## config.mk

```make
export PLATFORM = sky130hd
export DESIGN_NAME = decode_stage
export DESIGN_NICKNAME = d
export VERILOG_FILES = /design/src/rtl/decode_stage.sv
export SDC_FILE = /design/constraint.sdc
export NUM_CORES = 1
export LEC_CHECK = 0
export CAP_MARGIN = 20
export CORE_UTILIZATION = 44
export CTS_BUF_LIST = sky130_fd_sc_hd__clkbuf_2
export CTS_CLUSTER_DIAMETER = 30
export CTS_CLUSTER_SIZE = 12
export DETAILED_ROUTE_END_ITERATION = 10
export PLACE_DENSITY = 0.83
export SLEW_MARGIN = 40
export SYNTH_ARGS = -nofsm -noshare
export SYNTH_HDL_FRONTEND = slang
export SYNTH_SLANG_ARGS = --single-unit
```

## constraint.sdc

```tcl
create_clock -name clk -period 2.1 [get_ports clk]
set_clock_uncertainty 0.15 [all_clocks]
set_input_delay 0.42 -clock clk [delete_from_list [all_inputs] [get_ports clk]]
set_output_delay 0.42 -clock clk [all_outputs]
set_load 0.005 [all_outputs]
```

## src/rtl/decode_stage.sv

```systemverilog
// decode_stage: registered ID/EX decode/control stage with a valid/ready
// handshake on both sides, a load-use interlock, a flush input and a sticky
// HALTED state that only reset leaves.
// Build option: define DECODE_LOAD_USE_INTERLOCK_EN to include the load-use
// interlock (shadow load tracker plus hazard detection). Without it the stage
// never stalls for register dependences.
module decode_stage #(
    parameter int XLEN    = 32,
    parameter int PC_W    = 32,
    parameter int PC_STEP = 1
) (
    input  logic            clk,
    input  logic            rst_n,
    input  logic            flush,
    input  logic            in_valid,
    output logic            in_ready,
    input  logic [31:0]     in_instr,
    input  logic [PC_W-1:0] in_pc,
    output logic            out_valid,
    input  logic            out_ready,
    output logic [XLEN-1:0] out_imm,
    output logic [4:0]      out_rs1,
    output logic [4:0]      out_rs2,
    output logic [4:0]      out_rd,
    output logic [4:0]      out_alu_op,
    output logic            out_alu_src_imm,
    output logic            out_reg_wrenable,
    output logic            out_mem_wrenable,
    output logic            out_branch,
    output logic            out_jump,
    output logic            out_jalr,
    output logic            out_halt,
    output logic [1:0]      out_wb_sel,
    output logic [PC_W-1:0] out_link_pc,
    output logic            halted
);

    localparam logic [6:0] OP_LOAD   = 7'b0000011;
    localparam logic [6:0] OP_STORE  = 7'b0100011;
    localparam logic [6:0] OP_ITYPE  = 7'b0010011;
    localparam logic [6:0] OP_RTYPE  = 7'b0110011;
    localparam logic [6:0] OP_BRANCH = 7'b1100011;
    localparam logic [6:0] OP_JAL    = 7'b1101111;
    localparam logic [6:0] OP_JALR   = 7'b1100111;
    localparam logic [6:0] OP_HALT   = 7'b1111111;

    typedef enum logic [0:0] {
        ST_RUN    = 1'b0,
        ST_HALTED = 1'b1
    } state_t;

    state_t r_state;
    logic   r_halted;

    // ID/EX output register
    logic            r_valid;
    logic [XLEN-1:0] r_imm;
    logic [4:0]      r_rs1, r_rs2, r_rd, r_alu_op;
    logic            r_alu_src_imm, r_reg_we, r_mem_we, r_branch, r_jump, r_jalr, r_halt;
    logic [1:0]      r_wb_sel;
    logic [PC_W-1:0] r_link_pc;

    // instruction fields and decode results
    logic [6:0]      w_opcode;
    logic [2:0]      w_funct3;
    logic [4:0]      w_rs1, w_rs2, w_rd;
    logic [XLEN-1:0] w_imm_i, w_imm_s, w_imm_b, w_imm_j;
    logic [XLEN-1:0] w_imm;
    logic [4:0]      w_alu_op;
    logic            w_alu_src_imm, w_reg_we_raw, w_reg_we, w_mem_we;
    logic            w_branch, w_jump, w_jalr, w_halt;
    logic [1:0]      w_wb_sel;
    logic [PC_W-1:0] w_link_pc;
    logic            w_hazard, w_accept, w_xfer;

    assign w_opcode = in_instr[6:0];
    assign w_funct3 = in_instr[14:12];
    assign w_rs1    = in_instr[19:15];
    assign w_rs2    = in_instr[24:20];
    assign w_rd     = in_instr[11:7];

    assign w_imm_i = {{(XLEN-11){in_instr[31]}}, in_instr[30:20]};
    assign w_imm_s = {{(XLEN-11){in_instr[31]}}, in_instr[30:25], in_instr[11:7]};
    assign w_imm_b = {{(XLEN-12){in_instr[31]}}, in_instr[7], in_instr[30:25], in_instr[11:8], 1'b0};
    assign w_imm_j = {{(XLEN-20){in_instr[31]}}, in_instr[19:12], in_instr[20], in_instr[30:21], 1'b0};

    assign w_link_pc = in_pc + PC_W'(PC_STEP);

    // opcode decode into control flags and the selected immediate
    always_comb begin
        w_imm         = {XLEN{1'b0}};
        w_alu_op      = 5'd0;
        w_alu_src_imm = 1'b0;
        w_reg_we_raw  = 1'b0;
        w_mem_we      = 1'b0;
        w_branch      = 1'b0;
        w_jump        = 1'b0;
        w_jalr        = 1'b0;
        w_halt        = 1'b0;
        w_wb_sel      = 2'd0;
        case (w_opcode)
            OP_LOAD: begin
                w_imm         = w_imm_i;
                w_alu_src_imm = 1'b1;
                w_reg_we_raw  = 1'b1;
                w_wb_sel      = 2'd1;
            end
            OP_STORE: begin
                w_imm         = w_imm_s;
                w_alu_src_imm = 1'b1;
                w_mem_we      = 1'b1;
            end
            OP_ITYPE: begin
                w_imm         = w_imm_i;
                w_alu_src_imm = 1'b1;
                w_reg_we_raw  = 1'b1;
                w_alu_op      = {2'b00, w_funct3};
            end
            OP_RTYPE: begin
                w_reg_we_raw  = 1'b1;
                w_alu_op      = {in_instr[30], in_instr[25], w_funct3};
            end
            OP_BRANCH: begin
                w_imm         = w_imm_b;
                w_branch      = 1'b1;
                w_alu_op      = 5'b10000;
            end
            OP_JAL: begin
                w_imm         = w_imm_j;
                w_jump        = 1'b1;
                w_reg_we_raw  = 1'b1;
                w_wb_sel      = 2'd2;
            end
            OP_JALR: begin
                w_imm         = w_imm_i;
                w_jalr        = 1'b1;
                w_alu_src_imm = 1'b1;
                w_reg_we_raw  = 1'b1;
                w_wb_sel      = 2'd2;
            end
            OP_HALT: begin
                w_halt        = 1'b1;
            end
            default: begin
                // unknown opcodes travel down the pipe as a NOP
                w_halt        = 1'b0;
            end
        endcase
    end

    // writes to x0 are architecturally discarded, so never request them
    assign w_reg_we = w_reg_we_raw & (w_rd != 5'd0);

`ifdef DECODE_LOAD_USE_INTERLOCK_EN
    logic       r_sh_valid;
    logic [4:0] r_sh_rd;
    logic       w_uses_rs1, w_uses_rs2, w_held_ld, w_sh_live;
    logic       w_hit_held, w_hit_sh;

    assign w_uses_rs1 = (w_opcode != OP_JAL);
    assign w_uses_rs2 = (w_opcode == OP_RTYPE) | (w_opcode == OP_STORE) | (w_opcode == OP_BRANCH);
    // a load with rd != 0 is the only thing that writes both wb_sel=1 and reg_we
    assign w_held_ld  = r_valid & (r_wb_sel == 2'd1) & r_reg_we;
    // the shadow stops mattering in the cycle downstream moves on
    assign w_sh_live  = r_sh_valid & ~out_ready;
    assign w_hit_held = w_held_ld & ((w_uses_rs1 & (w_rs1 == r_rd)) | (w_uses_rs2 & (w_rs2 == r_rd)));
    assign w_hit_sh   = w_sh_live & ((w_uses_rs1 & (w_rs1 == r_sh_rd)) | (w_uses_rs2 & (w_rs2 == r_sh_rd)));
    assign w_hazard   = w_hit_held | w_hit_sh;

    // track a load that has left this stage but may still be stalled downstream
    always_ff @(posedge clk) begin
        if (!rst_n) begin
            r_sh_valid <= 1'b0;
            r_sh_rd    <= 5'd0;
        end else if (flush) begin
            r_sh_valid <= 1'b0;
        end else if (w_xfer && w_held_ld) begin
            r_sh_valid <= 1'b1;
            r_sh_rd    <= r_rd;
        end else if (out_ready) begin
            r_sh_valid <= 1'b0;
        end
    end
`else
    assign w_hazard = 1'b0;
`endif

    assign in_ready = (r_state == ST_RUN) & ~flush & ~w_hazard & (~r_valid | out_ready);
    assign w_accept = in_valid & in_ready;
    assign w_xfer   = r_valid & out_ready;

    // ID/EX output register: flush kills, accept loads, transfer leaves a bubble
    always_ff @(posedge clk) begin
        if (!rst_n) begin
            r_valid       <= 1'b0;
            r_imm         <= {XLEN{1'b0}};
            r_rs1         <= 5'd0;
            r_rs2         <= 5'd0;
            r_rd          <= 5'd0;
            r_alu_op      <= 5'd0;
            r_alu_src_imm <= 1'b0;
            r_reg_we      <= 1'b0;
            r_mem_we      <= 1'b0;
            r_branch      <= 1'b0;
            r_jump        <= 1'b0;
            r_jalr        <= 1'b0;
            r_halt        <= 1'b0;
            r_wb_sel      <= 2'd0;
            r_link_pc     <= {PC_W{1'b0}};
        end else if (flush) begin
            r_valid       <= 1'b0;
        end else if (w_accept) begin
            r_valid       <= 1'b1;
            r_imm         <= w_imm;
            r_rs1         <= w_rs1;
            r_rs2         <= w_rs2;
            r_rd          <= w_rd;
            r_alu_op      <= w_alu_op;
            r_alu_src_imm <= w_alu_src_imm;
            r_reg_we      <= w_reg_we;
            r_mem_we      <= w_mem_we;
            r_branch      <= w_branch;
            r_jump        <= w_jump;
            r_jalr        <= w_jalr;
            r_halt        <= w_halt;
            r_wb_sel      <= w_wb_sel;
            r_link_pc     <= w_link_pc;
        end else if (w_xfer) begin
            r_valid       <= 1'b0;
        end
    end

    // run/halted state machine; HALTED is sticky until reset
    always_ff @(posedge clk) begin
        if (!rst_n) begin
            r_state  <= ST_RUN;
            r_halted <= 1'b0;
        end else begin
            case (r_state)
                ST_RUN: begin
                    if (w_xfer && r_halt) begin
                        r_state  <= ST_HALTED;
                        r_halted <= 1'b1;
                    end else begin
                        r_state  <= ST_RUN;
                        r_halted <= 1'b0;
                    end
                end
                ST_HALTED: begin
                    r_state  <= ST_HALTED;
                    r_halted <= 1'b1;
                end
                default: begin
                    r_state  <= ST_RUN;
                    r_halted <= 1'b0;
                end
            endcase
        end
    end

    assign out_valid        = r_valid;
    assign out_imm          = r_imm;
    assign out_rs1          = r_rs1;
    assign out_rs2          = r_rs2;
    assign out_rd           = r_rd;
    assign out_alu_op       = r_alu_op;
    assign out_alu_src_imm  = r_alu_src_imm;
    assign out_reg_wrenable = r_reg_we;
    assign out_mem_wrenable = r_mem_we;
    assign out_branch       = r_branch;
    assign out_jump         = r_jump;
    assign out_jalr         = r_jalr;
    assign out_halt         = r_halt;
    assign out_wb_sel       = r_wb_sel;
    assign out_link_pc      = r_link_pc;
    assign halted           = r_halted;

endmodule
```

=== Word-level counts from Yosys, hierarchy flattened ===
Index checks and enable logic that the tools add are counted.

* Flip-flop bits (word level): 95
* Input port bits: 69
* Output and inout port bits: 96
* Logic and storage cells: 58

* Add/sub/neg operators: 1
* Equal/unequal tests: 8
* Multiplexer cells: 14
* Bitwise logic cells: 10
* Reduce and logical (&&, ||, !) cells: 9

{| class="wikitable"
|+ Operators by type and width
! cell !! number
|-
| case mux 32 bit (4 select lines) || 1
|-
| adder 32 x 1 -> 32 bit, second input constant || 1
|-
| == test 7 bit, second input constant || 4
|-
| case mux 5 bit (3 select lines) || 1
|-
| == test 7 x 6 -> 1 bit, second input constant || 2
|-
| two-way mux 1 bit || 10
|-
| == test 7 x 2 -> 1 bit, second input constant || 1
|-
| == test 7 x 5 -> 1 bit, second input constant || 1
|-
| AND 1 bit || 5
|-
| nonzero test 5 bit || 1
|-
| OR reduction 5 bit || 1
|-
| NOT 1 bit || 4
|-
| case mux 2 bit (2 select lines) || 1
|-
| OR reduction 2 bit || 2
|-
| OR reduction 4 bit || 1
|-
| OR reduction 3 bit || 1
|-
| case mux 1 bit (2 select lines) || 1
|-
| AND reduction 2 bit || 1
|-
| nonzero test 2 bit || 1
|-
| logical AND 1 bit || 1
|-
| bitwise OR 1 bit || 1
|}

=== Longest topological paths before layout ===
Gate-level depths: netlist of the first run.

* Depth in word-level cells: 5
* Gate-level depth with buffers: 8
* Gate-level depth less buffers: 6

=== Worst setup path before layout of the first run ===
Ideal clock, no wire load.

* Path type: in2reg
* Start: in out_ready
* End: reg r_imm[11], in the netlist out_imm[11]
* Setup time: 118 ps
* Data arrival time: 1,633 ps
* Required time: 1,832 ps
* Setup slack: 199 ps
* Stages on the path: 7
* Buffers on the path: 2
* Path through: nor2b_4 > or4b_4 > buf_6 > and2_1 > buf_6 > a221oi_2 > nor2_1

* Cells in the longest elaborated chain, start to end: 4

{| class="wikitable"
|+ RTL lines
! item !! RTL line !! text
|-
| from (decl) || 20 || <nowiki>input logic out_ready,</nowiki>
|-
| bitwise OR 1 bit || 188 || <nowiki>assign in_ready = (r_state == ST_RUN) & ~flush & ~w_hazard & (~r_valid | out_ready);</nowiki>
|-
| AND 1 bit || 188 ||
|-
| AND 1 bit || 189 || <nowiki>assign w_accept = in_valid & in_ready;</nowiki>
|-
| AND reduction 2 bit (no line) || n/a ||
|-
| to (signal assigned) || 196 || <nowiki>r_imm <= {XLEN{1'b0}};</nowiki>
|-
| to (signal assigned) || 214 || <nowiki>r_imm <= w_imm;</nowiki>
|-
| to (decl) || 57 || <nowiki>logic [XLEN-1:0] r_imm;</nowiki>
|}

No other way between the ends.
A chain may end at the register's enable or synchronous reset.

=== Final worst setup path of the first run ===
* Start: reg r_link_pc[29], in the netlist out_link_pc[29]
* End: out out_link_pc[29]

{| class="wikitable"
|+ RTL lines
! item !! RTL line !! text
|-
| from (decl) || 61 || <nowiki>logic [PC_W-1:0] r_link_pc;</nowiki>
|-
| from (signal assigned) || 209 || <nowiki>r_link_pc <= {PC_W{1'b0}};</nowiki>
|-
| from (signal assigned) || 227 || <nowiki>r_link_pc <= w_link_pc;</nowiki>
|-
| to (decl) || 34 || <nowiki>output logic [PC_W-1:0] out_link_pc,</nowiki>
|}

No word-level cell between the ends.

==> results of run 1 <==
==> area by class of cell <==
class,instances,area [µm²],area share (%)
Clock buffer,9,45.0,0.728
Tap cell,105,131,2.12
Multi-Input combinational cell,317,1910,30.9
Inverter,5,18.8,0.303
Sequential cell,84,1750,28.4
Clock inverter,7,56.3,0.910
Timing Repair Buffer,235,2270,36.7
==> power breakdown <==
part / total [mW] / switching (mW) / leakage (nW) / internal, mW
Sequential: 1.70 / 0.0344 / 0.710 / 1.67
Combinational: 0.605 / 0.248 / 2.08 / 0.357
Clock: 0.795 / 0.626 / 0.0568 / 0.169
Total: 3.10 / 0.908 / 2.85 / 2.19
==> cells in the final DEF (no fill, tap or decap), drive strengths merged, types with 2 or more instances in the layout <==
cell type,count
and4,3
buf,71
nor3,13
nor4,3
nand2b,2
o211a,8
and3,3
dlygate4sd2,12
inv,8
or4,2
nand4,14
clkdlybuf4s50,122
nand2,65
a22oi,4
dfxtp,84
a22o,7
or3,4
clkbuf,10
o21ai,42
nor2b,7
a21boi,22
xor2,15
a21oi,37
and2,3
nor3b,2
xnor2,13
nor2,14
a221oi,5
dlymetal6s2s,28
clkinvlp,3
nand3,16
==> metrics by stage <==
stage          cell area [µm²]  hold WS [ns]  power (mW)  setup TNS (ns)
2_1_floorplan             3810         0.296        1.91               0
3_3_place_gp              5920         0.287        2.32          -14.10
5_1_grt                   6190         0.230        3.24         -0.0251
4_1_cts                   6040         0.221        3.11               0
3_5_place_dp              5920         0.306        2.33          -19.38
6_report                  6190         0.265        3.10               0
==> sequential cells by signal, summed over array words and instances (netlist names) <==
signal            cells
out_jump              1
out_alu_src_imm       1
out_reg_wrenable      1
out_wb_sel            2
out_imm              21
out_mem_wrenable      1
out_jalr              1
out_rd                5
out_valid             1
out_link_pc          32
halted                1
out_halt              1
out_rs1               5
out_rs2               5
out_alu_op            5
out_branch            1
==> cell families after synthesis <==
group | after synthesis | share of synthesized area [%]
XOR/XNOR | 28 | 6.43
AO/OA/AOI/OAI | 133 | 22.2
buffers and inverters | 43 | 6.04
adder cells (fa/ha/maj) | 1 | 0.328
flip-flops | 84 | 44.1
AND/OR/NAND/NOR | 155 | 20.9
==> final timing paths <==
kind / slack [ns] / to / startpoint
worst max-delay path: 0.06 / out_link_pc[29] / out_link_pc[29]
worst min-delay path: 0.26 / out_rs2[1] / in_instr[21]
worst min register to register: 0.33 / out_link_pc[1] / out_link_pc[1]
worst max register to register: 0.20 / out_imm[15] / out_valid
==> routing by layer <==
metal	share of wire, %	vias up	routed length (µm)	track usage [%]
met5	0	-	0	0
met4	2.1	0	248	10.6
met3	9.4	24	1120	7.10
met2	50	192	5900	45.2
met1	39	1909	4570	29.4
li1	-	1992	-	-
==> what timing repair did <==
action                     CTS  global route
setup endpoints to repair   17            55
setup buffers                2             3
gates resized for setup     22            78
hold endpoints to repair     1             0
hold buffers                 1             0
==> results.yml, run 1 <==
routing:
  routedWlPerCell_um: 15.5
  first_iter_violations: 104
  route.detailed.drc: 0
  drt-total-wl_um: 11800
  drt_first_pass_iters: 4
  vias: 4117
  antenna_left: 0
  viasPerCell: 5.40
sta:
  setup_violations: 0
  finalHoldViolCount: 0
  fin_crit_ns: 2.04
  slew_viol_final: 0
  worst_pin_slew_ns: 0.622
  fin_crit_sh_pct: 96.9
  relSlewSlack_pct: 58.3
  max_freq_mhz: 491
  fin_ws_ns: 0.0646
yosys:
  synthTopCellsByArea: "dfxtp_1 (44%), nand2_1 (6.4%), o21ai_0 (5.4%), a21oi_1 (4.9%), a21boi_0 (4.3%)"
  syn-num-nets: 514
  synthCells: 444
  ys_seq_elements: 84
  syn_avg_cell_area_um2: 8.59
  yosys-top-cells-count: "dfxtp_1 (84), nand2_1 (65), o21ai_0 (41)"
  yosysSeqAreaShare_pct: 44.1
  ys_types: 50
  synth_top_cell_by_area: "dfxtp_1"
  synth_top_area_share_pct: 44.1
  yosys_warnings: 0
  synth_most_common_cell: "dfxtp_1"
  netlist_area_um2: 3810
  synth_edf_count: 0
  synth_ff_type: "dfxtp_1"
  async_flop_share_pct: 0
worst_hold_path:
  holdCritPathClass: "input pin to register"
  min_path_cells: 3
finish:
  area_growth_pct: 62.3
  antenna_cells: 0
  nNetsFinal: 722
  nFillCells: 587
  utilization_pct: 74.6
  drive_above_1_share_pct: 23.0
  instances_no_fill: 762
placed_design:
  place_congestion: 0.924
  pre_cts_slack_ns: -0.347
  place_inst: 740
  io_buffers: 164
  dp_hpwl_um: 8800
cts:
  path_clk_slew_ns: 0.27
  cts_buffers: 9
  cts_tree: "done"
  htree_levels: 3
  root_buffer: "clkbuf_2"
  clk_latency_ns: 0.54
  clockBufferDepth: 2
  cts.sinks: 84
setup_path:
  cp-end-kind: "output port"
  path_cells: "clkdlybuf4s50_1"
  max_stage_delay_ns: 0.51
  path_class: "register to output port"
  crit_cells: 1
  critPathLaunchType: "register"
  reg2reg_depth: 6
  worstPathMaxFanout: 2
  worstPathRequired_ns: 1.53
  slowest_stage: "clkdlybuf4s50_1"
  critPathTopFamily: "buffers and inverters"
  crit_arrival_ns: 1.47
  critical_path_buf_inv_count: 1
global_routing:
  grt_antenna_before_repair: 0
  grt.overflow.total: 0
  grt_max_degree: 47
  grt_usage_pct: 25.8
  first_global_vias: 3940
  grt_pass1_wl_um: 18100
die:
  row_count: 33
  die-area_um2: 9040
  pin_count: 165
  core_um2: 8300
  start_util_pct: 45.9
  fp.dieW_um: 95.1
  die_h_um: 95.1
run:
  cap_violations: 0
outcome:
  outcome: "finished clean"
pwr:
  p_per_area_nw_per_um2: 501
  p_leak_nw: 2.85
  vdd_drop_max_mv: 0.302
(Power assumes the default switching activity.)
==> run 2: changes to the inputs <==
--- a/config.mk
+++ b/config.mk
@@ -6,12 +6,13 @@
 export NUM_CORES = 1
 export LEC_CHECK = 0
 export CAP_MARGIN = 20
-export CORE_UTILIZATION = 44
+export CORE_UTILIZATION = 39
 export CTS_BUF_LIST = sky130_fd_sc_hd__clkbuf_2
 export CTS_CLUSTER_DIAMETER = 30
 export CTS_CLUSTER_SIZE = 12
 export DETAILED_ROUTE_END_ITERATION = 10
-export PLACE_DENSITY = 0.83
+export PLACE_DENSITY = 0.75
+export SETUP_SLACK_MARGIN = 0.1
 export SLEW_MARGIN = 40
 export SYNTH_ARGS = -nofsm -noshare
 export SYNTH_HDL_FRONTEND = slang
==> constraint.sdc (replaced) <==
create_clock -name clk -period 1.7 [get_ports clk]
set_clock_uncertainty 0.15 [all_clocks]
set_input_delay 0.34 -clock clk [delete_from_list [all_inputs] [get_ports clk]]
set_output_delay 0.34 -clock clk [all_outputs]
set_load 0.005 [all_outputs]
==> results.yml, run 2 (synthesized netlist as in run 1, its figures left out) <==
placed_design:
  io_buffers: 164
  place_congestion: 0.883
  dp_hpwl_um: 8670
  pre_cts_slack_ns: -0.608
  place_inst: 780
sta:
  rsz0062_at_grt: "true"
  finalHoldViolCount: 0
  tns_ns: -9.84
  fin_crit_sh_pct: 111
  slew_viol_final: 0
  fin_ws_ns: -0.195
  worst_hold_slack_ns: 0.0975
  max_freq_mhz: 528
  relSlewSlack_pct: 66.9
  fin_crit_ns: 1.89
  setup_violations: 90
  worst_pin_slew_ns: 0.496
routing:
  vias: 4603
  first_iter_violations: 182
  drt_first_pass_iters: 5
  viasPerCell: 5.40
  route.detailed.drc: 0
  routedWlPerCell_um: 17.8
  antenna_left: 0
  drt-total-wl_um: 15200
global_routing:
  grt.overflow.total: 0
  grt_pass1_wl_um: 21900
  grt_usage_pct: 27.6
  grt_antenna_before_repair: 0
  grt_max_degree: 50
  first_global_vias: 4445
cts:
  path_clk_slew_ns: 0.26
  hold_buffers: 0
  cts_buffers: 9
  cts_tree: "done"
  htree_levels: 3
  clockBufferDepth: 2
  clk_latency_ns: 0.50
  root_buffer: "clkbuf_2"
  cts.sinks: 84
setup_path:
  path_cells: "nor2b_4, buf_6, buf_6, nor4b_4, buf_6, o211ai_1, buf_4, o21ai_1"
  critPathLaunchType: "register"
  reg2reg_depth: 8
  worstPathRequired_ns: 2.02
  r2r-start: "out_valid"
  worst_path_most_repeated_cell: "buf_6"
  crit_start: "out_valid"
  cp-end-kind: "register"
  r2r-end: "out_imm[13]"
  path_class: "register to register"
  slowest_stage: "dfxtp_2"
  reg2reg_slack_ns: -0.19
  max_stage_delay_ns: 0.38
  worstPathMaxFanout: 9
  crit_arrival_ns: 2.22
pwr:
  sequentialPowerShare_pct: 48.1
  p_per_area_nw_per_um2: 612
  p_int_mw: 3.14
  p_leak_nw: 3.13
  vdd_drop_max_mv: 0.397
  p_sw_mw: 1.26
  finalPower_mw: 4.40
  p_clk_share_pct: 29.4
  combPwrFrac_pct: 22.5
  p_sw_share_pct: 28.6
finish:
  instances_no_fill: 852
  nNetsFinal: 788
  largest_reg_flops: 32
  layout_common_cells: "buf_4 (90), dfxtp_2 (83), buf_2 (65)"
  area_growth_pct: 88.3
  antenna_cells: 0
  drive_above_1_share_pct: 60.2
  seqCellArea_um2: 1790
  nFillCells: 615
  multi_input_area_um2: 2320
  final_common_cell: "buf_4"
die:
  pin_count: 165
  start_util_pct: 40.7
  core_um2: 9370
  row_count: 35
  fp.dieW_um: 101
  die_h_um: 101
  die-area_um2: 10200
worst_hold_path:
  min_path_cells: 3
  worstHoldStart: "in_pc[10]"
  holdCritPathClass: "input pin to register"
  min_to: "out_link_pc[10]"
outcome:
  outcome: "finished, violations left"
  violations: "setup timing"
run:
  cap_violations: 0
## run 2: timing repair
item,in CTS,in global routing
buffers inserted,26,18
pin swaps,63,32
cloned,13,2
endpoints found under the setup margin,177,129
gates resized for setup,618,83
## run 2: how the worst max path moves through the flow
stage / slack, ns / depth (start not counted) / end
floorplan: -0.17 / 7 / out_imm[30]
global placement: -0.56 / 6 / out_link_pc[22]
detailed placement: -0.61 / 6 / out_link_pc[22]
CTS: -0.18 / 4 / in_ready
global route: -0.27 / 8 / out_imm[18]
finish: -0.19 / 8 / out_imm[13]
## run 2: layout make-up
class | count | share of cell area (%)
timing repair buffer | 300 | 38.2
inverter | 5 | 0.261
tap | 129 | 2.25
sequential | 84 | 24.9
clock inverter | 7 | 1.45
multi-input combinational | 318 | 32.3
clock buffer | 9 | 0.628
## run 2: per-stage QoR
stage	instance area, µm²	utilization (%)
2_1_floorplan	3900	-
3_3_place_gp	6120	65.3
3_5_place_dp	6120	65.3
4_1_cts	6750	72.0
5_1_grt	7180	76.6
6_report	7180	76.6
## run 2: power by group through the flow
stage,combinational [mW],sequential (mW),clock (mW)
floorplan,0.241,2.13,0
finish,0.989,2.12,1.29
global route,1.04,2.13,1.40
CTS,0.879,2.11,1.30
global placement,0.763,2.13,0
detailed placement,0.773,2.13,0
## run 2: critical path: cells and delay by family (launching register included)
kind / cells / cell delay [ns]
buf+inv: 4 / 0.65
simple gates: 2 / 0.43
flops: 1 / 0.38
compound gates: 2 / 0.25
## run 2: layer usage
layer  global-route usage (%)  routed length [µm]  vias to the layer above
met4                     10.8                 454                        0
met3                     6.24                1280                       42
met2                     49.4                7570                      262
met5                        0                   0                        -
met1                     31.9                5840                     2167
li1                         -                   -                     2132
==> run 3: changes to the inputs <==
--- a/config.mk
+++ b/config.mk
@@ -5,7 +5,7 @@
 export SDC_FILE = /design/constraint.sdc
 export NUM_CORES = 1
 export LEC_CHECK = 0
-export CAP_MARGIN = 20
+export CAP_MARGIN = 0
 export CORE_UTILIZATION = 39
 export CTS_BUF_LIST = sky130_fd_sc_hd__clkbuf_2
 export CTS_CLUSTER_DIAMETER = 30
==> results of run 3 <==
Final layout, timing and power as in run 2 (identical DEF).
